File: src/rtl/sign_narrower.sv
// Narrows signed IN_W-bit words to signed OUT_W-bit immediates through one
// registered valid/ready stage, flagging (and optionally clamping) values that do not fit.
module sign_narrower #(
  parameter int IN_W     = 16,
  parameter int OUT_W    = 4,
  parameter bit SATURATE = 1'b1,
  parameter int CNT_W    = 8
) (
  input  logic             clk,
  input  logic             reset_n,
  input  logic             in_valid,
  output logic             in_ready,
  input  logic [IN_W-1:0]  in_data,
  output logic             out_valid,
  input  logic             out_ready,
  output logic [OUT_W-1:0] out_data,
  output logic             out_ovf,
  output logic             ovf_sticky,
  output logic [CNT_W-1:0] ovf_count,
  input  logic             clear_stat
);

  // Bits in_data[IN_W-2:OUT_W-1] must each match the sign bit for the value to fit.
  localparam int CMP_W = IN_W - OUT_W;

  localparam logic [OUT_W-1:0] SAT_MAX = {1'b0, {(OUT_W-1){1'b1}}};
  localparam logic [OUT_W-1:0] SAT_MIN = {1'b1, {(OUT_W-1){1'b0}}};
  localparam logic [CNT_W-1:0] CNT_MAX = {CNT_W{1'b1}};
  localparam logic [CNT_W-1:0] CNT_ONE = {{(CNT_W-1){1'b0}}, 1'b1};

  logic [CMP_W-1:0] bit_agree;
  logic             representable;
  logic             ovf_next;
  logic [OUT_W-1:0] data_next;
  logic             accept;
  logic             ovf_event;

  logic             out_valid_reg;
  logic [OUT_W-1:0] out_data_reg;
  logic             out_ovf_reg;
  logic [CNT_W-1:0] count_reg;
  logic [CNT_W-1:0] count_next;
  logic             sticky_reg;
  logic             sticky_next;

  genvar gi;
  generate
    for (gi = 0; gi < CMP_W; gi++) begin : g_agree
      assign bit_agree[gi] = in_data[OUT_W-1+gi] ~^ in_data[IN_W-1];
    end
  endgenerate

  assign representable = &bit_agree;

  always_comb begin
    ovf_next  = !representable;
    data_next = in_data[OUT_W-1:0];
    if (SATURATE && ovf_next) begin
      data_next = in_data[IN_W-1] ? SAT_MIN : SAT_MAX;
    end
  end

  // Ready is forced low while reset is held so nothing is accepted into a cleared stage.
  assign in_ready  = reset_n && (!out_valid_reg || out_ready);
  assign accept    = in_valid && in_ready;
  assign ovf_event = accept && ovf_next;

  always_ff @(posedge clk or negedge reset_n) begin
    if (!reset_n) begin
      out_valid_reg <= 1'b0;
      out_data_reg  <= '0;
      out_ovf_reg   <= 1'b0;
    end else if (accept) begin
      out_valid_reg <= 1'b1;
      out_data_reg  <= data_next;
      out_ovf_reg   <= ovf_next;
    end else if (out_ready) begin
      out_valid_reg <= 1'b0;
    end
  end

  // A clear that coincides with an overflow keeps that overflow as the first new event.
  always_comb begin
    count_next  = count_reg;
    sticky_next = sticky_reg;
    if (clear_stat) begin
      count_next  = ovf_event ? CNT_ONE : '0;
      sticky_next = ovf_event;
    end else if (ovf_event) begin
      sticky_next = 1'b1;
      if (count_reg != CNT_MAX) begin
        count_next = count_reg + CNT_ONE;
      end
    end
  end

  always_ff @(posedge clk or negedge reset_n) begin
    if (!reset_n) begin
      count_reg  <= '0;
      sticky_reg <= 1'b0;
    end else begin
      count_reg  <= count_next;
      sticky_reg <= sticky_next;
    end
  end

  assign out_valid  = out_valid_reg;
  assign out_data   = out_data_reg;
  assign out_ovf    = out_ovf_reg;
  assign ovf_count  = count_reg;
  assign ovf_sticky = sticky_reg;

endmodule

File: config.mk
export PLATFORM = sky130hd
export DESIGN_NAME = sign_narrower
export DESIGN_NICKNAME = d
export VERILOG_FILES = /design/src/rtl/sign_narrower.sv
export SDC_FILE = /design/constraint.sdc
export NUM_CORES = 1
export LEC_CHECK = 0
export BUFFER_PORTS_ARGS = -buffer_cell sky130_fd_sc_hd__buf_2
export CORE_MARGIN = 5
export CORE_UTILIZATION = 40
export CTS_CLUSTER_SIZE = 30
export DETAILED_ROUTE_END_ITERATION = 12
export HOLD_SLACK_MARGIN = 0.1
export PLACE_DENSITY_LB_ADDON = 0.15
export SLEW_MARGIN = 30
export SYNTH_ARGS = -nofsm -noshare
export SYNTH_HDL_FRONTEND = slang
export SYNTH_SLANG_ARGS = --single-unit
File: constraint.sdc
create_clock -name clk -period 2.5 [get_ports clk]
set_clock_uncertainty 0.15 [all_clocks]
set_input_delay 0.5 -clock clk [delete_from_list [all_inputs] [get_ports clk]]
set_output_delay 0.5 -clock clk [all_outputs]
set_load 0.03 [all_outputs]
* Word-level counts from Yosys, hierarchy flattened
Index checks and enable logic that the tools add are counted.
Storage, ports and cells: register bits 15, bits in latches 0, bits in writable memories 0, bits in read-only memories 0, bits of input ports 21, output and inout bits 16, logic and storage cells 40, memories 0
Cells by class: add/subtract/negate cells 1, multipliers 0, divide/modulo/power cells 0, order comparisons 0, equal/unequal tests 1, shift operators 0, multiplexer cells 10, bitwise gates (word level) 12, reduce and logical (&&, ||, !) cells 11
Operators by type and width (number):
- $mux W8 | 3
- $reduce_and A12 Y1 | 1
- $xnor A1 B1 Y1 | 12
- $add A8 B1 Y8 const B | 1
- $mux W4 | 2
- $ne A8 B8 Y1 const B | 1
- $reduce_bool A2 Y1 | 3
- $mux W1 | 5
- $logic_and A1 B1 Y1 | 3
- $logic_not A1 Y1 | 2
- $reduce_and A2 Y1 | 1
- $logic_or A1 B1 Y1 | 1

* Longest topological paths before layout
depth after elaboration 7, gate-level depth with buffers 6, depth with buffers taken out 6

* Least setup slack after synthesis
Ideal clock, no wire load.
path kind input to register, start point input port in_data[5], end point register out_data_reg[0], in the netlist out_data[0], library setup time 0.132 ns, arrival 1.810 ns, required time 2.218 ns, path slack 0.408 ns, stages on the path 6, buffers on the path 1, path through or4_4 -> nor4_4 -> o22a_4 -> buf_8 -> mux2i_1 -> o21ai_1
Between the ends: cells in the longest elaborated chain, start to end 3
Ends and longest elaborated chain:
- start: declaration | RTL line 13 | input logic [IN_W-1:0] in_data,
- $xnor A1 B1 Y1 | RTL line 49 | assign bit_agree[gi] = in_data[OUT_W-1+gi] ~^ in_data[IN_W-1];
- $reduce_and A12 Y1 | RTL line 53 | assign representable = &bit_agree;
- $mux W4 | RTL line 58 | if (SATURATE && ovf_next) begin
- end signal: assignment | RTL line 75 | out_data_reg <= data_next;
- end: declaration | RTL line 39 | logic [OUT_W-1:0] out_data_reg;
No other way between the ends. A chain may end at the register's enable or synchronous reset.

* Worst setup path after layout
start point input port reset_n, end point output port in_ready
Between the ends: cells in the longest elaborated chain, start to end 1
Ends and longest elaborated chain:
- start: declaration | RTL line 10 | input logic reset_n,
- $logic_and A1 B1 Y1 | RTL line 64 | assign in_ready = reset_n && (!out_valid_reg || out_ready);
- end: declaration | RTL line 12 | output logic in_ready,
No other way between the ends.

==> results.txt <==
initial antenna violation count: 0
DR WL/cell: 12.5 microns
TritonRoute pass-1 iters: 4
Antenna Cells: 0
Worst path slowest cell: dlygate4sd3_1
Tcrit/Tclk final: 96.2%
Critical Path RT: 1.85 ns
Setup Viol. Count Final: 0
post-synthesis cell area: 880 sq um
post-synthesis async set-or-reset flop share: 100%
Detail Route Antenna Nets: 0
prevailing post-synth register cell: dfrtp_1
H-tree depth: 1
vias in the first global route: 828
Avg Inst Size Synth: 8.98 sq um
met3 WL: 161 microns
final net count: 159
Final WS setup: 0.0940 ns
Total GRT Usage: 13.2%
area leader, netlist: dfrtp_1
dpl cells: 159
post-CTS resize count: 0
status: finished, final reports clean
Yosys top cell area share: 42.7%
crit end category: output pin
GRT Residual Overflow: 0
Clock Pin Slew Worst Setup and Hold Paths: 0.09 ns
Seq cells post-synth: 15
fillers: 216
clock tree buffer depth: 2
Top cell by count, worst path: buf_2
Max Cap Viol: 0
drt via density: 5.07
pin count of the biggest net entering global routing: 17
FP Rows: 17
Num CTS Buffers: 3
Peak Freq: 0.416 GHz
final cell count without fillers: 164
share of the yosys chip area belonging to registers: 42.7%
worst-skew pair later-pin latency: 0.28 ns
Max VDD drop: 0.315 mV
most numerous cell in the Yosys netlist: nand2_1
register area: 375 sq um
FF-to-FF setup slack: 0.53 ns
drt drc: 0
Relative slew margins: 79.5%
Setup CP Type: in -> out
IO Pins: 37
Area Overhead vs Synth: 26.6%
gpl congestion: 0.774
crit-path max FO: 16
Tightest Pin Transition: 0.307 ns
met2 routed wirelength: 957 microns
Place WS: 0.128 ns
Post-synth EDFFs: 0
cell count after synthesis: 98
CP Launch Point: reset_n
RSZ-0062 raised after global routing: false
hold_sp: out_ovf
final core occ: 51.8%
WP buf/inv: 4
area of the multi-input gates: 463 sq um
global-route wire length before repair: 3390 microns
Sink Count: 15
max-slew violations: 0
CP startpoint kind: primary input
Power Density: 488 nW/um^2
biggest cell delay along the critical path: 0.53 ns
core footprint: 2150 sq um
largest cells by area after synthesis: dfrtp_1, nand2_1, mux2i_1
CTS tree: yes
via count: 832
commonest cells in the synthesized netlist: nand2_1, dfrtp_1, nor2_1, nand3_1, nor3_1
HPWL Detailed: 1660 microns
FF-to-FF Start: ovf_count[0]
CTS root buffer: clkbuf_4
M1 wire length: 896 microns
PortBufs: 36
leakage power: 0.534 nW
Initial Util: 40.9%
Hold WC Path Type: reg -> reg
Die Area: 3240 sq um
final wirelength: 2050 microns
CP arrival: 1.76 ns
Initial DRC Count: 11
chip width: 56.9 microns
Syn Nets: 120
Hold Fails Final Rpt: 0
CP Cell Sequence: dlygate4sd3_1, buf_2, buf_4, and2_1, buf_2
max layer used: met4
Tmin final: 2.41 ns
max reg flops: 8
delay-heaviest family, CP: buffers and inverters
Distinct cells, synth: 31
Post-Route Setup TNS: 0 ns
layout cell share with drive strength beyond 1: 33.8%
Yosys Warn Count: 0
Die Ht: 56.9 microns
## stage by stage
step | total power (W) | area (sq um) | hold slack (ns)
3_5_place_dp | 0.000408 | 1080 | 0.321
2_1_floorplan | 0.000355 | 880 | 0.0544
4_1_cts | 0.000552 | 1110 | 0.333
6_report | 0.000543 | 1110 | 0.336
5_1_grt | 0.000579 | 1110 | 0.334
3_3_place_gp | 0.000406 | 1080 | 0.310
## worst reg2reg max path: cells and delay by family (launching register included)
kind,cells,cell delay [ns]
simple gates,4,0.72
flops,1,0.42
mux,1,0.35
fa+ha+maj,1,0.22
## layout make-up
cell class,count,share of cell area [%]
multi-input combinational,75,41.6
sequential,15,33.7
timing repair buffer,38,17.8
tap,28,3.15
clock buffer,3,2.02
inverter,4,1.35
clock inverter,1,0.449
## cells by family (layout without fill, tap and decap cells)
group	after synthesis	count (layout)	synth area share, %
flops	15	15	42.7
mux	6	6	7.11
compound gates	16	16	12.7
fa+ha+maj	1	1	1.42
simple gates	52	52	31.4
buf+inv	8	46	4.69
## worst paths after layout
| path | cells past startpoint | to |
|---|---|---|
| max | 5 | in_ready |
| min | 2 | out_ovf |
| max reg2reg | 6 | ovf_count[4] |
| min reg2reg | 2 | out_ovf |
| max in group asynchronous | 3 | ovf_sticky |
| min in group asynchronous | 3 | ovf_count[5] |
## cells in the final DEF (no fill, tap or decap)
cell type and count:
a21oi_1 3, a31oi_1 1, and2_1 1, and3_1 1, buf_2 36, buf_4 1
clkbuf_4 3, clkinv_2 1, dfrtp_1 15, dlygate4sd3_1 1, ha_1 1, inv_1 4
mux2_1 2, mux2i_1 4, nand2_1 17, nand2b_1 1, nand3_1 6, nand3b_1 1
nand4_1 2, nor2_1 7, nor2_2 1, nor2b_1 2, nor3_1 5, nor4_4 1
nor4b_1 1, o21a_1 2, o21ai_0 3, o21ai_1 4, o22a_4 1, o22ai_1 1
o32ai_2 1, or3_1 4, or4_1 1, or4_4 1
## repair_timing
action | 4_1_cts | 5_1_grt
buffers inserted | 0 | 0
hold endpoints to repair | 15 | 0
hold buffers | 1 | 0
## power breakdown
group          internal, W  switching, W  leakage (nW)
clock            0.0000594     0.0000816        0.0177
combinational    0.0000435     0.0000876         0.320
sequential        0.000261     0.0000100         0.196
total             0.000364      0.000179         0.534
## metal layers
| metal | vias to the layer above | track usage [%] |
|---|---|---|
| li1 | 426 | - |
| met3 | 5 | 3.91 |
| met2 | 26 | 22.0 |
| met1 | 375 | 15.7 |
| met4 | 0 | 4.97 |
| met5 | - | 0 |
Note: power is estimated with default switching activity, not from simulation.
